<file path="src/rtl/fp_div_pkg.sv">
// Shared types for the iterative floating-point divider.
package fp_div_pkg;

    localparam int EXTRA = 3;

    typedef enum logic [2:0] {
        ST_IDLE = 3'd0,
        ST_DIV  = 3'd1,
        ST_NORM = 3'd2,
        ST_RND  = 3'd3,
        ST_SPEC = 3'd4
    } div_state_e;

    typedef struct packed {
        logic is_nan;
        logic is_inf;
        logic is_zero;
    } fp_class_t;

endpackage

</file>
<file path="src/rtl/fp_div_mant.sv">
// Restoring mantissa divider: one quotient bit per cycle, the first bit on the load edge.
module fp_div_mant #(
    parameter int MAN_W = 24,
    parameter int Q_W   = 28
) (
    input  logic             clk,
    input  logic             rst,
    input  logic             load_i,
    input  logic [MAN_W-1:0] a_i,
    input  logic [MAN_W-1:0] b_i,
    output logic             busy_o,
    output logic             valid_o,
    output logic [Q_W-1:0]   q_o,
    output logic             sticky_o
);
    localparam int CNT_W = $clog2(Q_W + 1);

    logic [MAN_W:0]   rem_q;
    logic [MAN_W:0]   rem_d;
    logic [MAN_W-1:0] div_q;
    logic [Q_W-1:0]   q_q;
    logic [CNT_W-1:0] cnt_q;
    logic             busy_q;
    logic             valid_q;

    logic [MAN_W:0]   step_in_s;
    logic [MAN_W:0]   step_div_s;
    logic [MAN_W:0]   step_sub_s;
    logic             step_bit_s;

    // One restoring step; on load it works straight from the fresh operands.
    always_comb begin
        step_in_s  = rem_q;
        step_div_s = {1'b0, div_q};
        if (load_i) begin
            step_in_s  = {1'b0, a_i};
            step_div_s = {1'b0, b_i};
        end else begin
            step_in_s  = rem_q;
            step_div_s = {1'b0, div_q};
        end
        step_bit_s = (step_in_s >= step_div_s);
        step_sub_s = step_in_s - step_div_s;
        if (step_bit_s) begin
            rem_d = step_sub_s << 1;
        end else begin
            rem_d = step_in_s << 1;
        end
    end

    // Iteration state: remainder, quotient shift register and countdown.
    always_ff @(posedge clk) begin
        if (rst) begin
            rem_q   <= '0;
            div_q   <= '0;
            q_q     <= '0;
            cnt_q   <= '0;
            busy_q  <= 1'b0;
            valid_q <= 1'b0;
        end else if (load_i) begin
            rem_q   <= rem_d;
            div_q   <= b_i;
            q_q     <= {{(Q_W-1){1'b0}}, step_bit_s};
            cnt_q   <= CNT_W'(Q_W - 1);
            busy_q  <= 1'b1;
            valid_q <= 1'b0;
        end else if (busy_q) begin
            rem_q <= rem_d;
            q_q   <= {q_q[Q_W-2:0], step_bit_s};
            cnt_q <= cnt_q - CNT_W'(1);
            if (cnt_q == CNT_W'(1)) begin
                busy_q  <= 1'b0;
                valid_q <= 1'b1;
            end
        end else begin
            valid_q <= 1'b0;
        end
    end

    assign busy_o   = busy_q;
    assign valid_o  = valid_q;
    assign q_o      = q_q;
    assign sticky_o = (rem_q != '0);

endmodule

</file>
<file path="src/rtl/fp_div.sv">
// IEEE-754 divider with start/done handshake, RNE rounding and overflow/underflow/exception flags.
module fp_div
    import fp_div_pkg::*;
#(
    parameter int DATA_W = 32,
    parameter int EXP_W  = 8
) (
    input  logic              clk,
    input  logic              rst,
    input  logic              start,
    input  logic [DATA_W-1:0] op_a,
    input  logic [DATA_W-1:0] op_b,
    output logic              busy,
    output logic              done,
    output logic [DATA_W-1:0] res,
    output logic              overflow,
    output logic              underflow,
    output logic              exception
);
    localparam int MAN_W = DATA_W - EXP_W;
    localparam int BIAS  = 2**(EXP_W-1) - 1;
    localparam int Q_W   = MAN_W + EXTRA + 1;
    localparam int XE_W  = EXP_W + 2;
    localparam logic signed [XE_W-1:0] BIAS_X  = XE_W'(BIAS);
    localparam logic signed [XE_W-1:0] EXP_MAX = XE_W'(2**EXP_W - 1);
    localparam logic        [EXP_W-1:0] EXP_ONES = {EXP_W{1'b1}};

    function automatic fp_class_t classify(input logic [EXP_W-1:0] e, input logic [MAN_W-2:0] f);
        fp_class_t c;
        c.is_zero = (e == {EXP_W{1'b0}});
        c.is_inf  = (e == EXP_ONES) && (f == {(MAN_W-1){1'b0}});
        c.is_nan  = (e == EXP_ONES) && (f != {(MAN_W-1){1'b0}});
        return c;
    endfunction

    function automatic logic [DATA_W-1:0] inf_val(input logic s);
        return {s, EXP_ONES, {(MAN_W-1){1'b0}}};
    endfunction

    div_state_e             state_q;
    logic                   busy_q, done_q, ovf_q, unf_q, exc_q;
    logic [DATA_W-1:0]      res_q, spec_res_q;
    logic                   spec_exc_q, sign_q;
    logic signed [XE_W-1:0] exp_q;
    logic [MAN_W-1:0]       mant_q;
    logic                   g_q, r_q, s_q;

    fp_class_t              cls_a_s, cls_b_s;
    logic                   sign_s, spec_s, spec_exc_s, load_s;
    logic [DATA_W-1:0]      spec_res_s;
    logic signed [XE_W-1:0] exp_diff_s;

    logic                   mant_busy_s, mant_valid_s, mant_sticky_s;
    logic [Q_W-1:0]         mant_quo_s;

    assign cls_a_s    = classify(op_a[DATA_W-2 -: EXP_W], op_a[MAN_W-2:0]);
    assign cls_b_s    = classify(op_b[DATA_W-2 -: EXP_W], op_b[MAN_W-2:0]);
    assign sign_s     = op_a[DATA_W-1] ^ op_b[DATA_W-1];
    assign exp_diff_s = $signed({2'b00, op_a[DATA_W-2 -: EXP_W]})
                      - $signed({2'b00, op_b[DATA_W-2 -: EXP_W]}) + BIAS_X;

    // Special-operand screening; subnormals already count as zero in classify.
    always_comb begin
        spec_s     = 1'b1;
        spec_exc_s = 1'b0;
        spec_res_s = {sign_s, {(DATA_W-1){1'b0}}};
        if (cls_a_s.is_nan || cls_b_s.is_nan ||
            (cls_a_s.is_inf && cls_b_s.is_inf) || (cls_a_s.is_zero && cls_b_s.is_zero)) begin
            spec_res_s = {1'b0, EXP_ONES, 1'b1, {(MAN_W-2){1'b0}}};
            spec_exc_s = 1'b1;
        end else if (cls_b_s.is_zero && !cls_a_s.is_inf) begin
            spec_res_s = inf_val(sign_s);
            spec_exc_s = 1'b1;
        end else if (cls_a_s.is_inf) begin
            spec_res_s = inf_val(sign_s);
        end else if (cls_b_s.is_inf || cls_a_s.is_zero) begin
            spec_res_s = {sign_s, {(DATA_W-1){1'b0}}};
        end else begin
            spec_s = 1'b0;
        end
    end

    assign load_s = (state_q == ST_IDLE) && start && !spec_s;

    fp_div_mant #(.MAN_W(MAN_W), .Q_W(Q_W)) u_mant (
        .clk      (clk),
        .rst      (rst),
        .load_i   (load_s),
        .a_i      ({1'b1, op_a[MAN_W-2:0]}),
        .b_i      ({1'b1, op_b[MAN_W-2:0]}),
        .busy_o   (mant_busy_s),
        .valid_o  (mant_valid_s),
        .q_o      (mant_quo_s),
        .sticky_o (mant_sticky_s)
    );

    logic [MAN_W-1:0]       norm_mant_s;
    logic                   norm_g_s, norm_r_s, norm_s_s;
    logic signed [XE_W-1:0] norm_exp_s;

    // Normalize the quotient, which lies in [0.5, 2) of its leading weight.
    always_comb begin
        if (mant_quo_s[Q_W-1]) begin
            norm_mant_s = mant_quo_s[Q_W-1 -: MAN_W];
            norm_g_s    = mant_quo_s[3];
            norm_r_s    = mant_quo_s[2];
            norm_s_s    = mant_quo_s[1] | mant_quo_s[0] | mant_sticky_s;
            norm_exp_s  = exp_q;
        end else begin
            norm_mant_s = mant_quo_s[Q_W-2 -: MAN_W];
            norm_g_s    = mant_quo_s[2];
            norm_r_s    = mant_quo_s[1];
            norm_s_s    = mant_quo_s[0] | mant_sticky_s;
            norm_exp_s  = exp_q - XE_W'(1);
        end
    end

    logic                   rnd_inc_s, rnd_ovf_s, rnd_unf_s;
    logic [MAN_W:0]         rnd_sum_s;
    logic [MAN_W-2:0]       rnd_frac_s;
    logic signed [XE_W-1:0] rnd_exp_s;
    logic [DATA_W-1:0]      rnd_res_s;

    // Round to nearest even, then range-check the final exponent.
    always_comb begin
        rnd_inc_s = g_q & (r_q | s_q | mant_q[0]);
        rnd_sum_s = {1'b0, mant_q} + {{MAN_W{1'b0}}, rnd_inc_s};
        if (rnd_sum_s[MAN_W]) begin
            rnd_frac_s = rnd_sum_s[MAN_W-1:1];
            rnd_exp_s  = exp_q + XE_W'(1);
        end else begin
            rnd_frac_s = rnd_sum_s[MAN_W-2:0];
            rnd_exp_s  = exp_q;
        end
        rnd_ovf_s = 1'b0;
        rnd_unf_s = 1'b0;
        if (rnd_exp_s >= EXP_MAX) begin
            rnd_res_s = inf_val(sign_q);
            rnd_ovf_s = 1'b1;
        end else if (rnd_exp_s <= $signed({XE_W{1'b0}})) begin
            rnd_res_s = {sign_q, {(DATA_W-1){1'b0}}};
            rnd_unf_s = 1'b1;
        end else begin
            rnd_res_s = {sign_q, rnd_exp_s[EXP_W-1:0], rnd_frac_s};
        end
    end

    // Control FSM with all outputs registered.
    always_ff @(posedge clk) begin
        if (rst) begin
            state_q    <= ST_IDLE;
            busy_q     <= 1'b0;
            done_q     <= 1'b0;
            res_q      <= '0;
            ovf_q      <= 1'b0;
            unf_q      <= 1'b0;
            exc_q      <= 1'b0;
            spec_res_q <= '0;
            spec_exc_q <= 1'b0;
            sign_q     <= 1'b0;
            exp_q      <= '0;
            mant_q     <= '0;
            g_q        <= 1'b0;
            r_q        <= 1'b0;
            s_q        <= 1'b0;
        end else begin
            done_q <= 1'b0;
            case (state_q)
                ST_IDLE: begin
                    if (start) begin
                        busy_q     <= 1'b1;
                        sign_q     <= sign_s;
                        exp_q      <= exp_diff_s;
                        spec_res_q <= spec_res_s;
                        spec_exc_q <= spec_exc_s;
                        state_q    <= spec_s ? ST_SPEC : ST_DIV;
                    end
                end
                ST_SPEC: begin
                    res_q   <= spec_res_q;
                    ovf_q   <= 1'b0;
                    unf_q   <= 1'b0;
                    exc_q   <= spec_exc_q;
                    done_q  <= 1'b1;
                    busy_q  <= 1'b0;
                    state_q <= ST_IDLE;
                end
                ST_DIV: begin
                    if (mant_valid_s && !mant_busy_s) begin
                        state_q <= ST_NORM;
                    end
                end
                ST_NORM: begin
                    mant_q  <= norm_mant_s;
                    g_q     <= norm_g_s;
                    r_q     <= norm_r_s;
                    s_q     <= norm_s_s;
                    exp_q   <= norm_exp_s;
                    state_q <= ST_RND;
                end
                ST_RND: begin
                    res_q   <= rnd_res_s;
                    ovf_q   <= rnd_ovf_s;
                    unf_q   <= rnd_unf_s;
                    exc_q   <= 1'b0;
                    done_q  <= 1'b1;
                    busy_q  <= 1'b0;
                    state_q <= ST_IDLE;
                end
                default: state_q <= ST_IDLE;
            endcase
        end
    end

    assign busy      = busy_q;
    assign done      = done_q;
    assign res       = res_q;
    assign overflow  = ovf_q;
    assign underflow = unf_q;
    assign exception = exc_q;

endmodule

</file>
<file path="config.mk">
export PLATFORM = sky130hd
export DESIGN_NAME = fp_div
export DESIGN_NICKNAME = d
export VERILOG_FILES = /design/src/rtl/fp_div_pkg.sv /design/src/rtl/fp_div_mant.sv /design/src/rtl/fp_div.sv
export SDC_FILE = /design/constraint.sdc
export NUM_CORES = 1
export LEC_CHECK = 0
export ABC_AREA = 1
export CAP_MARGIN = 5
export CORE_MARGIN = 2
export CORE_UTILIZATION = 63
export CTS_CLUSTER_DIAMETER = 100
export DETAILED_ROUTE_END_ITERATION = 10
export MAX_ROUTING_LAYER = met4
export PLACE_DENSITY = 0.95
export SETUP_SLACK_MARGIN = 0.5
export SLEW_MARGIN = 25
export SYNTH_ARGS = -nofsm -noshare
export SYNTH_HDL_FRONTEND = slang
export SYNTH_SLANG_ARGS = --single-unit
</file>
<file path="constraint.sdc">
create_clock -name clk -period 5.5 [get_ports clk]
set_input_delay 1.1 -clock clk [delete_from_list [all_inputs] [get_ports clk]]
set_output_delay 1.1 -clock clk [all_outputs]
set_load 0.05 [all_outputs]
</file>
# ---- After elaboration in Yosys (flattened, before gate mapping)
# Index checks and enable logic that the tools add are counted.
dict set report op_classes {
  n_reduce_logical 36
  n_bitwise 8
  n_mux 46
  n_eq_ne 10
  order_cmp 3
  addsub 7
}
# operator count
set op_table {}
lappend op_table {{$mux 31} 4}
lappend op_table {{$mux 25} 4}
lappend op_table {{$pmux 32 s2} 1}
lappend op_table {{$mux 24} 2}
lappend op_table {{$logic_not 23->1} 2}
lappend op_table {{$reduce_bool 23->1} 2}
lappend op_table {{$mux 32} 1}
lappend op_table {{$mux 10} 3}
lappend op_table {{$add 24x1->25} 1}
lappend op_table {{$ge 25x24->1} 1}
lappend op_table {{$reduce_bool 25->1} 1}
lappend op_table {{$sub 24x24->24} 1}
lappend op_table {{$mux 23} 1}
lappend op_table {{$pmux 10 s2} 1}
lappend op_table {{$mux 1} 19}
lappend op_table {{$eq 8x8->1 const B} 2}
lappend op_table {{$logic_not 8->1} 2}
lappend op_table {{$add 10x2->10 const B} 1}
lappend op_table {{$add 9x8->10 const B} 1}
lappend op_table {{$ge 10x9->1 const B} 1}
lappend op_table {{$le 10x1->1 const B} 1}
lappend op_table {{$logic_and 1x1->1} 10}
lappend op_table {{$mux 5} 2}
lappend op_table {{$sub 10x2->10 const B} 1}
lappend op_table {{other kinds (22)} 45}
dict set report word_totals {
  input_bits 67
  out_inout_bits 37
  register_bits 195
  word_cells 133
}

# ---- Depth between registers and ports, before layout
dict set report logic_depth {
  ltp_word 14
  mapped_depth 25
  depth_no_buf 24
}

# ---- Modules after synthesis
# From an unflattened synthesis, not the netlist that was laid out.
dict set report hier_totals {
  hier_cells 1670
  hier_area_um2 10652.7
}
# mod seq_area_each_um2 instances cells_per_inst area_each_um2
set modules_own_cells {}
lappend modules_own_cells {fp_div 1641.6 1 849 5381.4}
lappend modules_own_cells {fp_div_mant 1661.6 1 821 5271.3}

# ---- Least setup slack after synthesis
# OpenSTA, ideal clock, no wires.
dict set report synth_path {
  path_kind {input-to-reg}
  startpoint {input port op_b[20]}
  endpoint {register u_mant.rem_q[10]}
  path_slack_ns 1.424
  required_ns 5.386
  setup_ns 0.114
  path_stages 22
  path_buffers 2
  arrival_ns 3.962
  cell_sequence {nor2_1 -> nand3_1 -> nor2_1 -> nand3_1 -> nor2_1 -> nor2_1 -> nand4_1 -> buf_2 -> buf_2 -> mux2i_1 -> ha_1 -> a21oi_1 -> o21ai_0 -> a21o_1 -> nand2_1 -> nand3_1 -> nand2_1 -> nand3_2 -> nor2_1 -> nand2_1 -> nand2_1 -> nor2_1}
}
dict set report synth_via {
  elab_chain_cells 14
  elab_cells_between_ends 23
  cone_classes {add/sub (1); order compare (1); mux (9); reduce/logical (12)}
}
# element line
set synth_rtl {}
lappend synth_rtl {{from (decl)} fp_div.sv:12} ;# input logic [DATA_W-1:0] op_b,
lappend synth_rtl {{$logic_not 23->1} fp_div.sv:31} ;# c.is_inf = (e == EXP_ONES) && (f == {(MAN_W-1){1'b0}});
lappend synth_rtl {{$logic_and 1x1->1} fp_div.sv:31}
lappend synth_rtl {{$logic_or 1x1->1} fp_div.sv:76} ;# end else if (cls_b_s.is_inf || cls_a_s.is_zero) begin
lappend synth_rtl {{$mux 1} fp_div.sv:76}
lappend synth_rtl {{$mux 1} fp_div.sv:74} ;# end else if (cls_a_s.is_inf) begin
lappend synth_rtl {{$mux 1} fp_div.sv:71} ;# end else if (cls_b_s.is_zero && !cls_a_s.is_inf) begin
lappend synth_rtl {{$mux 1} fp_div.sv:67} ;# if (cls_a_s.is_nan || cls_b_s.is_nan ||
lappend synth_rtl {{$logic_not 1->1} fp_div.sv:83} ;# assign load_s = (state_q == ST_IDLE) && start && !spec_s;
lappend synth_rtl {{$logic_and 1x1->1} fp_div.sv:83}
lappend synth_rtl {{$mux 25 / $mux 24 (equally long branches)} fp_div_mant.sv:35} ;# if (load_i) begin
lappend synth_rtl {{$sub 24x24->24 / $ge 25x24->1 (equally long branches)} {fp_div_mant.sv:43, fp_div_mant.sv:42}}
lappend synth_rtl {{$mux 25} fp_div_mant.sv:44} ;# if (step_bit_s) begin
lappend synth_rtl {{$mux 25} fp_div_mant.sv:67} ;# end else if (busy_q) begin
lappend synth_rtl {{$mux 25} fp_div_mant.sv:60} ;# end else if (load_i) begin
lappend synth_rtl {{to (signal assigned)} fp_div_mant.sv:61} ;# rem_q <= rem_d;
lappend synth_rtl {{to (signal assigned)} fp_div_mant.sv:68} ;# rem_q <= rem_d;
lappend synth_rtl {{to (decl)} fp_div_mant.sv:18} ;# logic [MAN_W:0] rem_q;
# Parallel ways exist; a longest one is shown, timed or not. The select of a mux whose other input is x is not followed.
# A chain may end at the register's enable or synchronous reset.

# ---- Worst setup path in the final report
dict set report layout_path {
  startpoint {input port op_b[20]}
  endpoint {register u_mant.rem_q[11]}
}
# Same word-level chain as after synthesis.

==> flow_summary_export.csv <==
group,metric,value,unit
synthesis,synth_cell_types,52,
drt,wire_per_inst,14.9,um
synthesis,seq_area_frac_synth,31.5,%
sta,finClkSkew,13.4,ps
worst_setup_path,critPathKind,"input port to register",
clock_tree,cts_tree,"yes",
sta,hold_violations,0,
worst_setup_path,cp_max_fo,31,
synthesis,yosysMostFrequentCell,"nand2_1",
finish,syn2layout_area_growth,17.0,%
finish,layout.nets,1786,
placement,dpl.hpwl,19.8,mm
clock_tree,clk_latency,440,ps
synthesis,synth_area_leaders,"dfxtp_1 32%, nand2_1 11%, nor2_1 8.0%",
sta,fin_tns_setup,0,ps
global_route,grt_start_max_net_pins,70,
job,max-cap-violations,0,
drt,routed_wl,28.6,mm
worst_setup_path,endpoint_kind,"register",
synthesis,synth_top_cells_by_count,"304 x nand2_1, 222 x nor2_1, 195 x inv_1",
floorplan,die_w,133,um
global_route,grt_pass1_wl,47.5,mm
floorplan,die-area,0.0177,mm^2
synthesis,async_flop_share,0,%
synthesis,synth_nets,1717,
drt,drt-pass1-iter-count,7,
power_and_ir_drop,vdd.ir_drop.worst,0.291,mV
worst_setup_path,cp-start-kind,"input port",
clock_tree,path_clk_slew,70,ps
clock_tree,post-cts-setup-buffers,0,
clock_tree,cts.sinks,165,
worst_setup_path,critPathRequiredTime,5820,ps
floorplan,ioPinCount,104,
drt,routed-via-count,11300,
sta,maxSlewViolCount,0,
sta,max_slew.worst_pin.slew,1000,ps
synthesis,synth_warnings,0,
sta,relSlewSlack,33.2,%
drt,postRouteAntennaNets,0,
floorplan,initial_utilization,63.9,%
clock_tree,cts_hold_buf,0,
synthesis,synth_top_area_share,31.5,%
drt,drt_iter0_markers,1479,
sta,finalSetupViolations,0,
finish,drive_gt1_share,5.97,%
placement,pre_cts_ws,79.7,ps
drt,viasPerCell,5.94,
worst_setup_path,crit_arrival,5130,ps
finish,final_area,0.0123,mm^2
floorplan,chipHeight,133,um
finish,num_antenna_cells,0,
synthesis,yosysTopAreaCell,"dfxtp_1",
hold_path,hold_path_class,"register to register",
drt,drcViolationCount,0,
synthesis,synth_seq_cells,165,
placement,dp.cells,1880,
clock_tree,root_buffer,"clkbuf_16",
synthesis,synth-edff-count,0,
synthesis,syn_inst,1610,
sta,setup_ws,691,ps
clock_tree,ctsLongestPathBuffers,2,
sta,finalCritPeriodShare,87.4,%
global_route,grt_overflow,0,
global_route,grt_pass1_vias,10400,
power_and_ir_drop,p_leak,5.45,nW
power_and_ir_drop,powerDensity,371,mW/mm^2
synthesis,synth_ff_type,"dfxtp_1",
floorplan,core-area,0.0164,mm^2
floorplan,rows,47,
placement,place_congestion,1.08,
placement,port_buffers,103,
synthesis,syn_area,0.0105,mm^2
sta,period_needed,4810,ps
clock_tree,cts_buffers,17,
global_route,grt_use_total,33.2,%
status,outcome,"complete, no violations",
finish,instances_no_fill,1912,
placement,place_area,0.0116,mm^2
sta,max_freq,208,MHz
synthesis,syn_avg_cell_area,6.51,um^2
clock_tree,htreeDepth,4,
global_route,antenna_found_initial,0,
sta,rsz0062_at_grt,"no",
-- critical path, cell delays in order --
cell and delay, ps:
clkdlybuf4s50_1 430, nor2_1 130, nand3_1 120, nor2_4 200
nand4_1 140, nand2_1 100, nand4_1 140, buf_12 210
inv_4 160, buf_12 180, nand2_1 90, o21ai_1 120
ha_1 320, a21oi_1 260, o21ai_0 140, a21o_1 200
nand2_1 80, nand3_1 140, nand2_2 150, nand3_4 150
buf_4 230, nor3_1 220, nor2_1 90
-- power breakdown --
| group | internal [mW] | total [mW] | switching [mW] |
|---|---|---|---|
| logic | 0.670 | 1.89 | 1.22 |
| clock network | 0.637 | 1.18 | 0.540 |
| registers | 1.34 | 1.49 | 0.147 |
| total | 2.65 | 4.55 | 1.90 |
-- registers in the layout (all words and copies together), names as in the netlist, 3 cells and up --
signal,cells
mant_q,24
spec_res_q,3
u_mant.cnt_q,5
u_mant.rem_q,24
u_mant.q_o,28
u_mant.div_q,24
res,32
state_q,3
exp_q,10
-- metal layers --
metal  track usage [%]  up-vias  routed length [um]
li1                  -     5428                   -
met1              39.2     5113               11300
met2              54.8      648               13700
met3              6.63      160                2410
met4              14.8        0                1160
met5                 -        -                   0
-- cell type report --
class / count / area [um^2]
clock inverters: 14 / 145
inverters: 205 / 773
well taps: 220 / 275
fillers: 1181 / 4140
multi-input cells: 1169 / 6150
repair buffers: 121 / 1190
clock buffers: 18 / 429
flip-flops and latches: 165 / 3300
-- layout by cell type (no fill, tap or decap), types with 3 or more instances in the layout --
master             n
clkdlybuf4s50_1  102
inv_2              6
clkinvlp_4         3
a21oi_1          133
o21ai_1           13
inv_6              3
nor2_4             3
nor2_2             6
ha_1              38
nand2_2           13
buf_4             16
nor3_1            33
a31oi_1            6
o211ai_1           4
xnor2_1           24
a211oi_1          32
nor2_1           218
clkinv_2           3
dfxtp_1          164
inv_1            195
o21ai_0          118
xor2_1            27
nor4_1             8
nand2_1          302
mux2i_1           10
a21o_1             5
or2_2              8
nand4_1           48
clkbuf_16         17
nand3_1           92
-- path summary, 6_finish.rpt --
| check | start | end | slack (ps) | cells past startpoint |
|---|---|---|---|---|
| setup / recovery | op_b[20] | u_mant.rem_q[11] | 690 | 23 |
| hold / removal | res[7] | res[7] | 460 | 2 |
| setup reg to reg | state_q[2] | u_mant.rem_q[11] | 1700 | 20 |
| hold reg to reg | res[7] | res[7] | 460 | 2 |
-- what timing repair did --
action	4_1_cts	5_1_grt
gates resized for setup	2	23
endpoints found under the hold margin	0	0
setup endpoints to repair	17	25
-- metrics by stage --
step                      hold WS [ps]  util [%]  power, mW
final                              464      74.7       4.55
after global routing               487      74.7       4.80
after CTS                          466      74.3       4.42
after detailed placement           456      70.8       3.23
after global placement             449      70.8       3.17
after floorplan                    441         -       2.78
-- cells by family (layout without fill, tap and decap cells) --
logic type                 Yosys count  count (layout)  synth area share (%)
muxes                               11              11                  1.05
and+or+nand+nor                    743             743                  30.9
adders and majority gates           40              40                  4.92
AOI/OAI and AO/OA                  324             324                  16.9
DFF                                165             165                  31.5
buffers and inverters              276             358                  10.4
xor gates and xnor gates            51              51                  4.26
No activity file was read; power rests on OpenSTA's default activity.
